--- src/rtl/fxp_pkg.sv ---
// Shared Q16.16 constants, FSM state type and output saturation helper
// for the fixed-point dot product engine.
package fxp_pkg;

  localparam int DATA_W    = 32;
  localparam int FRAC_BITS = 16;
  localparam int MAX_LEN   = 16;
  localparam int LEN_W     = 5;
  localparam int ACC_W     = 54;
  localparam int PROD_W    = 2 * DATA_W - FRAC_BITS;

  localparam logic [DATA_W-1:0] Q_ONE = 32'h0001_0000;
  localparam logic [DATA_W-1:0] Q_MAX = 32'h7FFF_FFFF;
  localparam logic [DATA_W-1:0] Q_MIN = 32'h8000_0000;

  // Clamp limits re-expressed at accumulator width so the comparison stays signed.
  localparam logic signed [ACC_W-1:0] ACC_MAX = {{(ACC_W-DATA_W){1'b0}}, Q_MAX};
  localparam logic signed [ACC_W-1:0] ACC_MIN = {{(ACC_W-DATA_W){1'b1}}, Q_MIN};

  typedef enum logic [1:0] {
    IDLE,
    ACCUM,
    DRAIN,
    OUTPUT
  } state_t;

  typedef struct packed {
    logic              ovf;
    logic [DATA_W-1:0] value;
  } sat_t;

  function automatic sat_t sat_q16(input logic signed [ACC_W-1:0] acc);
    sat_t res;
    res.ovf   = 1'b0;
    res.value = acc[DATA_W-1:0];
    if (acc > ACC_MAX) begin
      res.ovf   = 1'b1;
      res.value = Q_MAX;
    end else if (acc < ACC_MIN) begin
      res.ovf   = 1'b1;
      res.value = Q_MIN;
    end
    return res;
  endfunction

endpackage

--- src/rtl/fxp_mul_reg.sv ---
// Registered signed Q16.16 multiply; the full product is rescaled by an
// arithmetic shift (truncation toward -inf) and kept at 48 bits.
module fxp_mul_reg
  import fxp_pkg::*;
(
  input  logic              clk,
  input  logic              rst_n,
  input  logic              i_load,
  input  logic [DATA_W-1:0] i_x,
  input  logic [DATA_W-1:0] i_w,
  output logic [PROD_W-1:0] o_prod_q,
  output logic              o_prod_vld
);

  logic signed [2*DATA_W-1:0] w_full;
  logic        [PROD_W-1:0]   r_prod_q;
  logic                       r_prod_vld;

  assign w_full = $signed(i_x) * $signed(i_w);

  // prod_vld tracks the load strobe so each product is added exactly once.
  always_ff @(posedge clk or negedge rst_n) begin
    if (!rst_n) begin
      r_prod_q   <= '0;
      r_prod_vld <= 1'b0;
    end else begin
      r_prod_vld <= i_load;
      if (i_load) begin
        r_prod_q <= PROD_W'(w_full >>> FRAC_BITS);
      end
    end
  end

  assign o_prod_q   = r_prod_q;
  assign o_prod_vld = r_prod_vld;

endmodule

--- src/rtl/fxp_dot_product_seq.sv ---
// Sequential Q16.16 dot product: y = bias + sum(x[i]*w[i]) using one shared
// registered multiplier, a wide accumulator and a saturating valid/ready output.
module fxp_dot_product_seq
  import fxp_pkg::*;
(
  input  logic              clk,
  input  logic              rst_n,
  input  logic              start,
  input  logic [LEN_W-1:0]  len,
  input  logic [DATA_W-1:0] bias,
  output logic              err,
  output logic              busy,
  input  logic              in_valid,
  output logic              in_ready,
  input  logic [DATA_W-1:0] x_in,
  input  logic [DATA_W-1:0] w_in,
  output logic              out_valid,
  input  logic              out_ready,
  output logic [DATA_W-1:0] y_out,
  output logic              ovf
);

  state_t            r_state;
  state_t            w_next;
  logic [LEN_W-1:0]  r_len;
  logic [LEN_W-1:0]  r_cnt;
  logic [ACC_W-1:0]  r_acc;
  logic              r_err;
  logic              w_len_bad;
  logic              w_accept;
  logic              w_hs;
  logic              w_last;
  logic              w_prod_vld;
  logic [PROD_W-1:0] w_prod_q;
  sat_t              w_sat;

  assign w_len_bad = len > LEN_W'(MAX_LEN);
  assign w_accept  = (r_state == IDLE) && start && !w_len_bad;
  assign w_hs      = (r_state == ACCUM) && in_valid;
  assign w_last    = w_hs && (r_cnt == (r_len - LEN_W'(1)));

  fxp_mul_reg u_mul (
    .clk       (clk),
    .rst_n     (rst_n),
    .i_load    (w_hs),
    .i_x       (x_in),
    .i_w       (w_in),
    .o_prod_q  (w_prod_q),
    .o_prod_vld(w_prod_vld)
  );

  always_ff @(posedge clk or negedge rst_n) begin
    if (!rst_n) begin
      r_state <= IDLE;
    end else begin
      r_state <= w_next;
    end
  end

  always_comb begin
    w_next = r_state;
    unique case (r_state)
      IDLE:    if (w_accept) w_next = (len == '0) ? OUTPUT : ACCUM;
      ACCUM:   if (w_last) w_next = DRAIN;
      DRAIN:   w_next = OUTPUT;
      OUTPUT:  if (out_ready) w_next = IDLE;
      default: w_next = IDLE;
    endcase
  end

  // A new start reloads the bias; otherwise the pending product is absorbed.
  always_ff @(posedge clk or negedge rst_n) begin
    if (!rst_n) begin
      r_len <= '0;
      r_cnt <= '0;
      r_acc <= '0;
      r_err <= 1'b0;
    end else begin
      r_err <= (r_state == IDLE) && start && w_len_bad;
      if (w_accept) begin
        r_len <= len;
        r_cnt <= '0;
        r_acc <= {{(ACC_W-DATA_W){bias[DATA_W-1]}}, bias};
      end else begin
        if (w_hs) begin
          r_cnt <= r_cnt + LEN_W'(1);
        end
        if (w_prod_vld) begin
          r_acc <= r_acc + {{(ACC_W-PROD_W){w_prod_q[PROD_W-1]}}, w_prod_q};
        end
      end
    end
  end

  assign w_sat     = sat_q16(r_acc);
  assign err       = r_err;
  assign busy      = (r_state != IDLE);
  assign in_ready  = (r_state == ACCUM);
  assign out_valid = (r_state == OUTPUT);
  assign y_out     = out_valid ? w_sat.value : '0;
  assign ovf       = out_valid & w_sat.ovf;

endmodule

--- config.mk ---
export PLATFORM = sky130hd
export DESIGN_NAME = fxp_dot_product_seq
export DESIGN_NICKNAME = d
export VERILOG_FILES = /design/src/rtl/fxp_pkg.sv /design/src/rtl/fxp_mul_reg.sv /design/src/rtl/fxp_dot_product_seq.sv
export SDC_FILE = /design/constraint.sdc
export NUM_CORES = 2
export LEC_CHECK = 0
export CAP_MARGIN = 15
export CORE_ASPECT_RATIO = 1.75
export CORE_MARGIN = 8
export CORE_UTILIZATION = 59
export CTS_CLUSTER_SIZE = 16
export DETAILED_ROUTE_END_ITERATION = 10
export PLACE_DENSITY = 0.77
export SETUP_SLACK_MARGIN = 0.15
export SYNTH_ARGS = -nofsm -noshare
export SYNTH_HDL_FRONTEND = slang
export SYNTH_SLANG_ARGS = --single-unit
--- constraint.sdc ---
create_clock -name clk -period 7.8 [get_ports clk]
set_input_delay 1.56 -clock clk [delete_from_list [all_inputs] [get_ports clk]]
set_output_delay 1.56 -clock clk [all_outputs]
set_load 0.01 [all_outputs]
**After elaboration in Yosys (flattened, before gate mapping)**

Index checks and enable logic that the tools add are counted.
Widths: inputs -> output; s select.

- Flip-flop bits (word level): 116
- Input port bits: 106
- Output and inout bits: 37
- Word-level logic and storage cells: 46

- $add $sub $neg: 3
- Multipliers: 1
- Magnitude comparators: 3
- Equal/unequal tests: 7
- Mux-type cells: 12
- Bitwise logic cells: 1
- Reductions and logical operators: 12

Operators with widths:

| kind | count |
|---|---|
| $mux 54 | 2 |
| $mux 33 | 2 |
| $mul 32x32->64 | 1 |
| $add 54x54->54 | 1 |
| $gt 54x32->1 const B | 1 |
| $lt 54x32->1 const B | 1 |
| $mux 32 | 1 |
| $mux 5 | 2 |
| $mux 2 | 4 |
| $pmux 2 s4 | 1 |
| $reduce_bool 2->1 | 3 |
| $add 5x1->5 const B | 1 |
| $eq 5x5->1 | 1 |
| $gt 5x5->1 const B | 1 |
| $logic_and 1x1->1 | 5 |
| $logic_not 5->1 | 1 |
| $sub 5x1->5 const B | 1 |
| $eq 2x2->1 const B | 2 |
| $ne 2x1->1 const B | 2 |
| $reduce_and 3->1 | 1 |
| $eq 2x1->1 const B | 1 |
| $logic_not 2->1 | 1 |
| $ne 2x2->1 const B | 1 |
| $and 1x1->1 | 1 |
| $logic_not 1->1 | 1 |

**Logic depth before layout (Yosys ltp)**

- Depth in word-level cells: 5
- Depth in mapped cells: 31

**Hierarchy**

From an unflattened synthesis, not the netlist that was laid out.

- Cells, all modules: 4,856
- Area total of the unflattened synthesis: 44,727.9 µm²

By module, submodules not included:

| module | instances | cells an instance | area each (µm²) |
|---|---|---|---|
| fxp_mul_reg | 1 | 3,974 | 37,953.9 |
| fxp_dot_product_seq | 1 | 882 | 6,774.0 |

**Worst setup path before layout**

Ideal clock, no wire load.

- Path kind: input to register
- Start point: input w_in[2]
- End point: register u_mul.r_prod_q[47] (netlist: u_mul.o_prod_q[47])
- Setup time: 134 ps
- Data arrival time: 8,696 ps
- Required time: 7,666 ps
- Path slack: -1,030 ps
- Cell stages on the path: 26
- Path buffers: 1
- Path through: clkbuf_1 nand2_1 inv_1 fa_1 fa_1 fa_1 fa_1 inv_1 fa_1 inv_1 fa_1 inv_1 fa_1 inv_1 fa_1 ha_1 a21o_1 a21o_1 a21oi_1 o21ai_0 a221oi_1 o21ai_0 a21o_1 a21oi_1 xnor2_1 o21ai_0

- Cells in the longest elaborated chain, start to end: 1

RTL lines:

| item | line | source |
|---|---|---|
| start: declaration | fxp_dot_product_seq.sv:16 | `input logic [DATA_W-1:0] w_in,` |
| $mul 32x32->64 | fxp_mul_reg.sv:19 | `assign w_full = $signed(i_x) * $signed(i_w);` |
| end signal: assignment | fxp_mul_reg.sv:29 | `r_prod_q <= PROD_W'(w_full >>> FRAC_BITS);` |
| end: declaration | fxp_mul_reg.sv:16 | `logic [PROD_W-1:0] r_prod_q;` |

No other way between the ends.
A chain may end at the register's enable or synchronous reset.

**Final worst setup path**

- Start point: input w_in[31]
- End point: register u_mul.r_prod_q[43] (netlist: u_mul.o_prod_q[43])

Same word-level chain as after synthesis.

==> out/metrics.json <==
{
  "outcome": {"value": "finished, violations left"},
  "violations": {"value": "negative setup slack"},
  "drt_pre_antenna_iters": {"value": 9},
  "post_synth_instance_area": {"value": 43400, "unit": "µm²"},
  "finalNetCount": {"value": 6709},
  "syn_inst": {"value": 4674},
  "floorplan.rows": {"value": 131},
  "final_critical_path_share_of_the_clock_period": {"value": 1.21},
  "clockBufferDepth": {"value": 2},
  "cap_viol_max_count": {"value": 0},
  "final_cell_area": {"value": 54600, "unit": "µm²"},
  "hold_slack": {"value": 0.485, "unit": "ns"},
  "htreeDepth": {"value": 4},
  "remaining_global_route_overflow": {"value": 0},
  "number_of_design_rule_violations_left_after_detail_routing": {"value": 0},
  "setup_viol_count_final": {"value": 39},
  "avgSynthCellArea": {"value": 9.29, "unit": "µm²"},
  "ys_async_rst_share": {"value": 1.00},
  "hold_viol": {"value": 0},
  "synth_fp_nets": {"value": 6102},
  "synth-edff-count": {"value": 0},
  "wire_per_inst": {"value": 26.5, "unit": "µm"},
  "min_period": {"value": 9.44, "unit": "ns"},
  "slew_worst_pin": {"value": 1.07, "unit": "ns"},
  "ctsRootBufferMaster": {"value": "sky130_fd_sc_hd__clkbuf_16"},
  "final_critical_path_setup_slack": {"value": -1.64, "unit": "ns"},
  "clock-skew-final": {"value": 0.00921, "unit": "ns"},
  "vias": {"value": 37981},
  "first_global_vias": {"value": 42529},
  "sequential_cell_area": {"value": 2900, "unit": "µm²"},
  "die_area": {"value": 82800, "unit": "µm²"},
  "timing.reg2reg.worst_path_depth": {"value": 13},
  "worst_hold_path.endpoint": {"value": "u_mul.o_prod_q[42]"},
  "multi_input_comb_area": {"value": 37300, "unit": "µm²"},
  "critical_path_class": {"value": "in2reg"},
  "detailedPlacementHpwl": {"value": 108, "unit": "mm"},
  "setup.reg_to_reg.worst_slack": {"value": 4.30, "unit": "ns"},
  "crit_path_end_kind": {"value": "register"},
  "utilization": {"value": 0.749},
  "regToRegEndpoint": {"value": "r_acc[53]"},
  "cts.clk_slew.worst_paths": {"value": 0.06, "unit": "ns"},
  "maxClockFrequency": {"value": 0.106, "unit": "GHz"},
  "initial_utilization": {"value": 0.595},
  "fillerInstances": {"value": 4517},
  "grt_first_pass_wirelength": {"value": 241, "unit": "mm"},
  "cts-buffers-inserted": {"value": 17},
  "final_layout_size_suffix_gt1_frac": {"value": 0.226},
  "max_slew_margin_vs_limit": {"value": 0.286},
  "synth.yosys.seq_area_share": {"value": 0.0669},
  "placement.cell_area": {"value": 49700, "unit": "µm²"},
  "worstSkewPairLatency": {"value": 0.43, "unit": "ns"},
  "cts.sinks": {"value": 116},
  "hold_path_class": {"value": "reg2reg"},
  "worst-endpoint-arrival": {"value": 9.75, "unit": "ns"},
  "initialDrtViolationCount": {"value": 3332},
  "rsz0062_at_grt": {"value": "yes"},
  "drt.antenna.violating_nets": {"value": 0},
  "core-area": {"value": 72900, "unit": "µm²"},
  "maxSlewViolCount": {"value": 0},
  "synthDistinctLibCells": {"value": 84},
  "port_buffers": {"value": 142},
  "rr_startpoint": {"value": "r_acc[10]"},
  "largest_net_degree_at_the_start_of_global_routing": {"value": 97},
  "area_grow_syn2layout": {"value": 25.9, "unit": "%"},
  "ys.flop_type": {"value": "sky130_fd_sc_hd__dfrtp_1"},
  "groute.usage.overall": {"value": 0.391},
  "yosysTopAreaCell": {"value": "sky130_fd_sc_hd__fa_1"},
  "yosysWarnings": {"value": 0},
  "worstHoldStart": {"value": "u_mul.o_prod_q[42]"},
  "die_h": {"value": 375, "unit": "µm"},
  "synth-seq-cells": {"value": 116},
  "top_cells_by_area_synth": {"value": "sky130_fd_sc_hd__fa_1, sky130_fd_sc_hd__inv_1, sky130_fd_sc_hd__and2_1, sky130_fd_sc_hd__ha_1, sky130_fd_sc_hd__dfrtp_1"},
  "totalWireLength": {"value": 166, "unit": "mm"},
  "crit_path_max_fanout": {"value": 8},
  "top_level_ports": {"value": 143},
  "worstHoldPathCells": {"value": 2},
  "grt_antenna_before_repair": {"value": 24},
  "worstPathRequired": {"value": 8.10, "unit": "ns"},
  "critPathLaunchType": {"value": "input pin"},
  "synth_top_area_share": {"value": 0.499},
  "gp_congestion": {"value": 0.990},
  "tritoncts": {"value": "built"},
  "post_drt_via_cell_ratio": {"value": 6.09},
  "die_width": {"value": 221, "unit": "µm"}
}
cells in the mapped netlist (5+ instances only):
cell type	n
sky130_fd_sc_hd__dfrtp_1	116
sky130_fd_sc_hd__nand4_1	26
sky130_fd_sc_hd__mux2i_1	33
sky130_fd_sc_hd__buf_2	5
sky130_fd_sc_hd__ha_1	240
sky130_fd_sc_hd__buf_4	5
sky130_fd_sc_hd__fa_1	1082
sky130_fd_sc_hd__a21o_1	76
sky130_fd_sc_hd__nor2_1	79
sky130_fd_sc_hd__inv_1	979
sky130_fd_sc_hd__or3_1	5
sky130_fd_sc_hd__a211oi_1	15
sky130_fd_sc_hd__and3_1	9
sky130_fd_sc_hd__o21ai_1	19
sky130_fd_sc_hd__and2_1	515
sky130_fd_sc_hd__xor2_1	45
sky130_fd_sc_hd__o21bai_1	11
sky130_fd_sc_hd__o21ai_0	111
sky130_fd_sc_hd__o211ai_1	8
sky130_fd_sc_hd__o21a_1	13
sky130_fd_sc_hd__a21oi_1	149
sky130_fd_sc_hd__xnor2_1	77
sky130_fd_sc_hd__nand3_1	20
sky130_fd_sc_hd__a31oi_1	15
sky130_fd_sc_hd__nor3_1	13
sky130_fd_sc_hd__nor4_1	8
sky130_fd_sc_hd__nand2_1	662
sky130_fd_sc_hd__nor2b_1	11
sky130_fd_sc_hd__clkbuf_1	232
sky130_fd_sc_hd__nand2b_1	12
worst max path at each step:
stage	slack [ns]	from	cells past startpoint	endpoint
after global routing	-1.68	w_in[31]	28	u_mul.o_prod_q[36]
final	-1.64	w_in[31]	27	u_mul.o_prod_q[43]
after detailed placement	-1.47	x_in[28]	25	u_mul.o_prod_q[43]
after CTS	-0.55	x_in[16]	27	u_mul.o_prod_q[36]
after floorplan	-0.69	x_in[31]	25	u_mul.o_prod_q[47]
after global placement	-1.39	w_in[9]	26	u_mul.o_prod_q[43]
stage by stage:
| step | std cells | setup slack, ns | TNS (ns) |
|---|---|---|---|
| 2_1_floorplan | 4674 | -0.690 | -6.77 |
| 3_3_place_gp | 5951 | -1.39 | -46.04 |
| 3_5_place_dp | 5951 | -1.47 | -49.79 |
| 4_1_cts | 6189 | -0.554 | -14.92 |
| 5_1_grt | 6228 | -1.68 | -45.31 |
| 6_report | 6238 | -1.64 | -42.41 |
worst max-delay path, stage by stage:
cell and delay, ns:
sky130_fd_sc_hd__clkdlybuf4s15_1 0.21, sky130_fd_sc_hd__clkinv_2 0.08, sky130_fd_sc_hd__buf_12 0.15, sky130_fd_sc_hd__buf_4 0.15
sky130_fd_sc_hd__nor2_1 0.81, sky130_fd_sc_hd__fa_1 0.79, sky130_fd_sc_hd__fa_1 0.61, sky130_fd_sc_hd__fa_1 0.46
sky130_fd_sc_hd__fa_2 0.54, sky130_fd_sc_hd__fa_1 0.61, sky130_fd_sc_hd__fa_2 0.46, sky130_fd_sc_hd__fa_1 0.49
sky130_fd_sc_hd__fa_1 0.47, sky130_fd_sc_hd__ha_4 0.19, sky130_fd_sc_hd__a21o_1 0.16, sky130_fd_sc_hd__a21o_1 0.18
sky130_fd_sc_hd__a21oi_2 0.17, sky130_fd_sc_hd__nor2_1 0.10, sky130_fd_sc_hd__a211oi_2 0.28, sky130_fd_sc_hd__o221ai_4 0.17
sky130_fd_sc_hd__a21oi_4 0.17, sky130_fd_sc_hd__o31a_4 0.17, sky130_fd_sc_hd__o21ai_4 0.07, sky130_fd_sc_hd__a21o_1 0.20
sky130_fd_sc_hd__buf_6 0.12, sky130_fd_sc_hd__a2111oi_4 0.28, sky130_fd_sc_hd__nor3_1 0.07
routing by layer:
metal  track usage  routed length [µm]
met5        0.0129                 206
met1         0.363               45800
met3         0.133               18600
met2         0.662               80500
met4         0.374               20400
cell usage in the layout, fill, tap and decap left out, types with 75 or more instances in the layout:
cell | Yosys | layout
sky130_fd_sc_hd__a21o_1 | 76 | 75
sky130_fd_sc_hd__a21oi_1 | 149 | 120
sky130_fd_sc_hd__and2_1 | 515 | 451
sky130_fd_sc_hd__buf_12 | 0 | 91
sky130_fd_sc_hd__buf_4 | 5 | 495
sky130_fd_sc_hd__buf_6 | 1 | 83
sky130_fd_sc_hd__clkdlybuf4s50_1 | 0 | 77
sky130_fd_sc_hd__dfrtp_1 | 116 | 115
sky130_fd_sc_hd__fa_1 | 1082 | 960
sky130_fd_sc_hd__fa_2 | 0 | 122
sky130_fd_sc_hd__ha_1 | 240 | 211
sky130_fd_sc_hd__inv_1 | 979 | 911
sky130_fd_sc_hd__nand2_1 | 662 | 646
sky130_fd_sc_hd__o21ai_0 | 111 | 87
kinds of logic after synthesis:
group / Yosys count / synth area share
buffers and inverters: 1229 / 0.107
adders and majority gates: 1322 / 0.568
xor gates and xnor gates: 122 / 0.0246
DFF: 116 / 0.0669
AOI/OAI and AO/OA: 470 / 0.0685
and+or+nand+nor: 1380 / 0.156
muxes: 35 / 0.00813
state kept, by name, indices dropped and copies added, names as in the netlist:
name,flops
u_mul.o_prod_vld,1
r_len,5
r_cnt,5
r_acc,54
err,1
r_state,2
u_mul.o_prod_q,48
what timing repair did:
action                                  4_1_cts  5_1_grt
gates cloned                                 36        3
gates resized for setup                     518      219
endpoints found under the setup margin       47       46
pin swaps                                   221      171
hold buffers                                  0        0
buffers inserted                            170       33
area by class of cell:
type,instances,area share
clock inverters,15,0.00424
clock buffers,17,0.00779
flip-flops and latches,116,0.0531
inverters,981,0.0681
well taps,931,0.0213
multi-input cells,3329,0.683
diodes,13,0.000595
repair buffers,836,0.162
Power is left out: the tool's default activity adds up to more than one toggle a clock period on the data nets, which glitch-free logic cannot reach.
